$ cat src/rtl/ring_rr_arbiter_if.sv
// Request/grant bundle between N requesters and the ring arbiter.
interface ring_rr_arbiter_if #(
  parameter int N   = 4,
  parameter int IDW = 2
);
  logic [N-1:0]   req;
  logic [N-1:0]   grant;
  logic [IDW-1:0] grant_id;
  logic           busy;
  logic           timeout;

  modport master (
    output req,
    input  grant, grant_id, busy, timeout
  );

  modport slave (
    input  req,
    output grant, grant_id, busy, timeout
  );
endinterface

$ cat src/rtl/ring_rr_arbiter.sv
// Round-robin arbiter with a one-hot rotating priority token,
// a mandatory one-cycle turnaround gap and a hold timeout.
module ring_rr_arbiter #(
  parameter int N        = 4,
  parameter int IDW      = 2,
  parameter int MAX_HOLD = 8,
  parameter int HOLD_W   = 4
) (
  input logic             clk,
  input logic             rst,
  ring_rr_arbiter_if.slave bus
);

  typedef enum logic {IDLE, GRANT} state_e;

  localparam logic [N-1:0] ONE = N'(1);
  localparam logic [HOLD_W-1:0] HOLD_LAST =
    HOLD_W'(MAX_HOLD == 0 ? 0 : MAX_HOLD - 1);

  state_e            state_q, state_d;
  logic [N-1:0]      grant_q, grant_d;
  logic [N-1:0]      token_q, token_d;
  logic [IDW-1:0]    id_q, id_d;
  logic              busy_q, busy_d;
  logic              tmo_q, tmo_d;
  logic [HOLD_W-1:0] hold_q, hold_d;

  logic [N-1:0]   mask_hi;
  logic [N-1:0]   req_hi;
  logic [N-1:0]   pick;
  logic [N-1:0]   win_oh;
  logic [IDW-1:0] win_id;
  logic           own_req;
  logic           hit_max;

  // Bits at or above the token win first; otherwise wrap to bit 0.
  always_comb begin
    mask_hi = ~(token_q - ONE);
    req_hi  = bus.req & mask_hi;
    pick    = (|req_hi) ? req_hi : bus.req;
    win_oh  = pick & (~pick + ONE);
    win_id  = '0;
    for (int i = 0; i < N; i++) begin
      if (win_oh[i]) win_id = IDW'(i);
    end
  end

  assign own_req = |(bus.req & grant_q);
  assign hit_max = (MAX_HOLD != 0) && (hold_q == HOLD_LAST);

  always_comb begin
    state_d = state_q;
    grant_d = grant_q;
    token_d = token_q;
    id_d    = id_q;
    busy_d  = busy_q;
    tmo_d   = 1'b0;
    hold_d  = hold_q;
    unique case (state_q)
      IDLE: begin
        if (|bus.req) begin
          grant_d = win_oh;
          id_d    = win_id;
          busy_d  = 1'b1;
          hold_d  = '0;
          state_d = GRANT;
        end
      end
      GRANT: begin
        if (!own_req || hit_max) begin
          grant_d = '0;
          id_d    = '0;
          busy_d  = 1'b0;
          hold_d  = '0;
          token_d = {grant_q[N-2:0], grant_q[N-1]};
          tmo_d   = own_req & hit_max;
          state_d = IDLE;
        end else begin
          hold_d = hold_q + HOLD_W'(1);
        end
      end
      default: state_d = IDLE;
    endcase
  end

  always_ff @(posedge clk) begin
    if (rst) begin
      state_q <= IDLE;
      grant_q <= '0;
      token_q <= ONE;
      id_q    <= '0;
      busy_q  <= 1'b0;
      tmo_q   <= 1'b0;
      hold_q  <= '0;
    end else begin
      state_q <= state_d;
      grant_q <= grant_d;
      token_q <= token_d;
      id_q    <= id_d;
      busy_q  <= busy_d;
      tmo_q   <= tmo_d;
      hold_q  <= hold_d;
    end
  end

  assign bus.grant    = grant_q;
  assign bus.grant_id = id_q;
  assign bus.busy     = busy_q;
  assign bus.timeout  = tmo_q;

endmodule

$ cat src/flat_wrapper.sv
// flat-port wrapper written by rule: the top's interface ports become plain ports
module ring_rr_arbiter_flat 
#(
  parameter int N        = 4,
  parameter int IDW      = 2,
  parameter int MAX_HOLD = 8,
  parameter int HOLD_W   = 4
)
  (clk, rst, bus_req, bus_grant, bus_grant_id, bus_busy, bus_timeout);
  ring_rr_arbiter_if #(.N(N), .IDW(IDW)) bus_i ();
  input logic clk;
  input logic rst;
  input wire logic [$bits(bus_i.req)-1:0] bus_req;
  output wire logic [$bits(bus_i.grant)-1:0] bus_grant;
  output wire logic [$bits(bus_i.grant_id)-1:0] bus_grant_id;
  output wire logic [$bits(bus_i.busy)-1:0] bus_busy;
  output wire logic [$bits(bus_i.timeout)-1:0] bus_timeout;
  assign bus_i.req = bus_req;
  assign bus_grant = bus_i.grant;
  assign bus_grant_id = bus_i.grant_id;
  assign bus_busy = bus_i.busy;
  assign bus_timeout = bus_i.timeout;
  ring_rr_arbiter #(.N(N), .IDW(IDW), .MAX_HOLD(MAX_HOLD), .HOLD_W(HOLD_W)) u_core (.clk(clk), .rst(rst), .bus(bus_i));
endmodule
$ cat config.mk
export PLATFORM = sky130hd
export DESIGN_NAME = ring_rr_arbiter_flat
export DESIGN_NICKNAME = d
export VERILOG_FILES = /design/src/rtl/ring_rr_arbiter_if.sv /design/src/rtl/ring_rr_arbiter.sv /design/src/flat_wrapper.sv
export SDC_FILE = /design/constraint.sdc
export NUM_CORES = 1
export LEC_CHECK = 0
export CORE_MARGIN = 2
export CORE_UTILIZATION = 50
export CTS_CLUSTER_SIZE = 28
export DETAILED_ROUTE_END_ITERATION = 10
export GPL_ROUTABILITY_DRIVEN = 0
export PLACE_DENSITY = 0.83
export SETUP_SLACK_MARGIN = 0.2
export SKIP_CTS_REPAIR_TIMING = 1
export SLEW_MARGIN = 40
export SYNTH_ARGS = -nofsm -noshare
export SYNTH_HDL_FRONTEND = slang
export SYNTH_SLANG_ARGS = --single-unit
$ cat constraint.sdc
create_clock -name clk -period 4 [get_ports clk]
set_input_delay 0.8 -clock clk [delete_from_list [all_inputs] [get_ports clk]]
set_output_delay 0.8 -clock clk [all_outputs]
set_load 0.05 [all_outputs]
; Word-level counts from Yosys, hierarchy flattened
; Index checks and enable logic that the tools add are counted.
[totals]
register_bits = 17
in_bits = 6
output_inout_bits = 8
wordCells = 48
[classes]
n_addsub = 3
n_eq_ne = 3
n_mux = 19
n_bitwise = 8
reduce_logical = 8
[op_table]
columns = op, count
row1 = 4-bit two-way mux, 5
row2 = 4-bit one-hot mux with 2 select lines, 2
row3 = 4-bit bitwise AND, 3
row4 = 4-bit OR reduction, 3
row5 = "4-bit by 1-bit adder with 4-bit output, second input constant", 2
row6 = 2-bit two-way mux, 4
row7 = 4-bit inverter, 2
row8 = 1-bit two-way mux, 5
row9 = "4-bit by 3-bit == test with 1-bit output, second input constant", 1
row10 = 1-bit one-hot mux with 2 select lines, 2
row11 = 2-bit one-hot mux with 2 select lines, 1
row12 = 2-bit AND reduction, 2
row13 = "4-bit by 1-bit subtractor with 4-bit output, second input constant", 1
row14 = 3-bit OR reduction, 1
row15 = "2-bit by 1-bit != test with 1-bit output, second input constant", 1
row16 = "2-bit != test, second input constant", 1
row17 = 1-bit inverter, 2
row18 = 1-bit bitwise AND, 1
row19 = 1-bit logical NOT, 1
row20 = 1-bit logical OR, 1

; Logic depth before layout (Yosys ltp)
[logic_depth]
word_depth = 13
ltp_mapped = 7
mapped_depth_nobuf = 7

; Least setup slack after synthesis
; OpenSTA, ideal clock, no wires.
[synth_path]
path_type = input to register
start = input bus_req[0]
end = register u_core.id_q[0] (netlist: u_core.bus.grant_id[0])
setup_ns = 0.079
arrival_ns = 1.948
t_required_ns = 3.921
setup_slack_ns = 1.973
path_stages = 6
path_buffers = 1
cell_sequence = or4_4 > nor2_4 > or2_1 > buf_6 > a21oi_1 > a211oi_2
[synth_between]
elab_chain_cells = 11
word_cells_on_any_way = 19
classes_between = add/sub (1) / eq/ne (2) / mux (6) / bitwise (4) / reduce/logical (6)
[synth_lines]
columns = element, line_no
row1 = start: declaration, flat_wrapper.sv:13  ; input wire logic [$bits(bus_i.req)-1:0] bus_req;
row2 = 4-bit bitwise AND, ring_rr_arbiter.sv:39  ; req_hi = bus.req & mask_hi;
row3 = 4-bit OR reduction, ring_rr_arbiter.sv:40  ; pick = (|req_hi) ? req_hi : bus.req;
row4 = 4-bit two-way mux, ring_rr_arbiter.sv:40
row5 = 4-bit inverter, ring_rr_arbiter.sv:41  ; win_oh = pick & (~pick + ONE);
row6 = 4-bit by 1-bit adder with 4-bit output, ring_rr_arbiter.sv:41
row7 = 4-bit bitwise AND, ring_rr_arbiter.sv:41
row8 = 1-bit two-way mux, ring_rr_arbiter.sv:44  ; if (win_oh[i]) win_id = IDW'(i);
row9 = 2-bit two-way mux (2 in series), ring_rr_arbiter.sv:44
row10 = 2-bit two-way mux, ring_rr_arbiter.sv:61  ; if (|bus.req) begin
row11 = 2-bit one-hot mux with 2 select lines, ring_rr_arbiter.sv:59  ; unique case (state_q)
row12 = end signal: assignment, ring_rr_arbiter.sv:99  ; id_q <= id_d;
row13 = end: declaration, ring_rr_arbiter.sv:23  ; logic [IDW-1:0] id_q, id_d;
; Several ways; a longest one is shown, not always the timed one. The select of a mux whose other input is x is not followed.
; A chain may end at the register's enable or synchronous reset.

; Worst setup path after layout
[layout_path]
start = input bus_req[1]
end = register u_core.id_q[0] (netlist: u_core.bus.grant_id[0])
; Same word-level chain as after synthesis.

==> results.py <==
metrics = {
    "outcome": {
        "status": "finished, final reports clean",
    },
    "power_and_ir_drop": {
        "switching_power_uw": 133,
        "vdd_drop_max_mv": 0.217,
        "clock_power_share": 0.231,
        "internal_power_uw": 261,
        "p_seq_frac": 0.490,
        "cellLeakagePower_nw": 0.366,
        "p_sw_frac": 0.337,
        "combPwrFrac": 0.280,
        "totalPowerFinal_uw": 394,
        "pwr_density_cell_nw_per_um2": 378,
    },
    "worst_hold_path": {
        "hold_path.startpoint": "u_core.bus.busy",
        "min_to": "u_core.bus.busy",
        "min_path_type": "reg -> reg",
        "min_delay_path_depth": 1,
    },
    "layout": {
        "stdcell_area_um2": 1040,
        "drive_above_1_share": 0.117,
        "final_cell_mix": "17 x dfxtp_1, 13 x clkdlybuf4s50_1, 10 x nand2_1, 9 x a21oi_1",
        "n_antenna_cell": 0,
        "synthToLayoutAreaGrowth_pct": 18.0,
        "layout.nets": 120,
        "post-route-util": 0.617,
        "final_common_cell": "dfxtp_1",
    },
    "timing": {
        "fin_crit_sh": 0.596,
        "drv_slew": 0,
        "tightest_slew_ns": 0.560,
        "whs_ns": 0.481,
        "fin_crit_ns": 2.39,
        "timing.fmax_mhz": 419,
        "finClkSkew_ns": 0.00195,
        "tns_ns": 0,
        "hold_viol": 0,
        "relSlewSlack": 0.626,
        "grt_setup_unrepaired": "no",
        "setup_viol": 0,
    },
    "worst_setup_path": {
        "required_ns": 4.21,
        "critPathSlowestCell": "or4_4",
        "r2r-end": "u_core.bus.grant[1]",
        "r2r_setup_slack_ns": 2.20,
        "path_class": "in -> reg",
        "crit_chain": "clkdlybuf4s50_1 -> or4_4 -> nor2_4 -> or2_1 -> a21oi_1 -> a211oi_2",
        "arrival_ns": 2.60,
        "crit_family": "simple AND/OR/NAND/NOR gates",
        "worstSetupStartpointType": "primary input",
        "ff2ff_path_depth": 7,
        "crit_buf_inv": 1,
        "r2r_start": "u_core.token_q[0]",
        "cpPeakStageDelay_ns": 0.60,
        "path_max_fanout": 6,
        "cp-startpoint": "bus_req[1]",
        "endpoint_kind": "flop",
    },
    "floorplan": {
        "dieArea_um2": 2120,
        "start_util": 0.523,
        "rows": 15,
        "die_h_um": 46.0,
        "ios": 14,
        "die_x_um": 46.0,
        "coreArea_um2": 1690,
    },
    "drt": {
        "via_per_inst": 5.92,
        "vias": 758,
        "drcViolationCount": 0,
        "drt_iter0_markers": 3,
        "routed_wl_mm": 1.86,
        "antenna_left": 0,
        "wl_per_cell_um": 14.5,
        "drt-pass1-iter-count": 6,
    },
    "clocking": {
        "cts_tree": "built",
        "clk_pin_slew_worst_paths_ns": 0.09,
        "root_buffer": "clkbuf_4",
        "htreeDepth": 1,
        "insertion_delay_ns": 0.29,
        "numCtsBuffers": 3,
        "clock_sinks": 17,
        "clock_path_buffers": 2,
    },
    "logic_synthesis": {
        "async_reset_ff_frac": 0,
        "synth_seq_area_share": 0.385,
        "synth_edf_count": 0,
        "syn_nets": 105,
        "yosys_warnings": 0,
        "ys.flop_type": "dfxtp_1",
        "ys_types": 36,
        "synthesis.area_um2": 883,
        "avgSynthCellArea_um2": 9.11,
        "syn_inst": 97,
        "ys_seq_elements": 17,
    },
    "global_routing": {
        "antenna_found_initial": 0,
        "grt_pass1_wl_mm": 2.95,
        "overflow": 0,
        "grtUsageTotal": 0.197,
        "met2_usage": 0.311,
        "grt-busiest-layer": "met2",
        "grtUsageMet3": 0.0238,
        "grt_pass1_vias": 666,
        "grt_util_met1": 0.256,
        "grt_max_degree": 17,
    },
    "place": {
        "postPlaceCellArea_um2": 1020,
        "numPortBuffers": 13,
        "dp.final_hpwl_mm": 1.38,
    },
    "run": {
        "cap_violations": 0,
    },
}
==> area by class of cell <==
class / instances / area [µm²]
fill: 144 / 647
multi-input combinational: 74 / 513
sequential: 17 / 340
timing repair buffer: 13 / 130
clock buffer: 4 / 26.3
tap: 17 / 21.3
inverter: 3 / 11.3
==> power groups by stage <==
stage | registers (mW) | clock network [mW] | logic, mW
4_1_cts | 0.193 | 0.0924 | 0.110
3_5_place_dp | 0.196 | 0 | 0.110
6_report | 0.193 | 0.0908 | 0.110
3_3_place_gp | 0.196 | 0 | 0.107
2_1_floorplan | 0.213 | 0 | 0.0619
5_1_grt | 0.195 | 0.0999 | 0.119
==> cells in the mapped netlist (2+ instances only) <==
library cell   n  share of area
nor2_1         5          0.021
nor3_1         2          0.011
a41oi_1        2          0.020
or4_4          2          0.025
nand3_1        5          0.028
a21oi_1        9          0.051
mux2i_1        2          0.023
clkbuf_1       2         0.0085
ha_1           2          0.028
a41oi_2        2          0.037
nor2b_1        2          0.014
o21ai_1        2          0.011
nand2b_1       2          0.014
dfxtp_1       17           0.39
o21ai_0        4          0.023
nand2_1       10          0.042
inv_1          3          0.013
a22o_1         2          0.020
nand3b_1       5          0.042
==> cells by family (layout without fill, tap and decap cells) <==
logic type / after synthesis / in the layout / synth area share
mux: 2 / 2 / 0.0227
fa+ha+maj: 2 / 2 / 0.0283
simple gates: 38 / 38 / 0.246
compound gates: 31 / 31 / 0.273
buf+inv: 6 / 20 / 0.0340
xor+xnor: 1 / 1 / 0.00992
flops: 17 / 17 / 0.385
==> metal layers <==
| metal | vias up | wire [µm] |
|---|---|---|
| met4 | 0 | 22 |
| met3 | 3 | 61 |
| met1 | 357 | 906 |
| met2 | 10 | 865 |
| met5 | - | 0 |
| li1 | 388 | - |
==> sequential cells by signal, summed over array words and instances, names as in the netlist <==
register	cells
u_core.bus.busy	1
u_core.bus.grant	4
u_core.bus.grant_id	2
u_core.bus.timeout	1
u_core.hold_q	4
u_core.state_q	1
u_core.token_q	4
==> worst reg2reg max path, cell delays in order (launching register included) <==
cell and delay, ns:
dfxtp_1 0.40, inv_1 0.08, ha_1 0.20, xnor2_1 0.21, nand2_1 0.13, a41oi_1 0.40, nand2b_1 0.19, a21oi_2 0.06
==> how the worst max path moves through the flow <==
stage	end	slack (ns)	cells after the start
2_1_floorplan	u_core.bus.grant_id[0]	1.97	6
3_3_place_gp	u_core.bus.grant_id[0]	1.41	6
3_5_place_dp	u_core.bus.grant_id[0]	1.31	6
4_1_cts	u_core.bus.grant_id[0]	1.61	6
5_1_grt	u_core.bus.grant_id[0]	1.53	6
6_report	u_core.bus.grant_id[0]	1.61	6
==> per-stage QoR <==
stage | setup WS [ns] | cells
after floorplan | 1.97 | 97
after global placement | 1.41 | 124
after detailed placement | 1.31 | 124
after CTS | 1.61 | 128
after global routing | 1.53 | 128
final | 1.61 | 128
No activity file was read; power rests on OpenSTA's default activity.
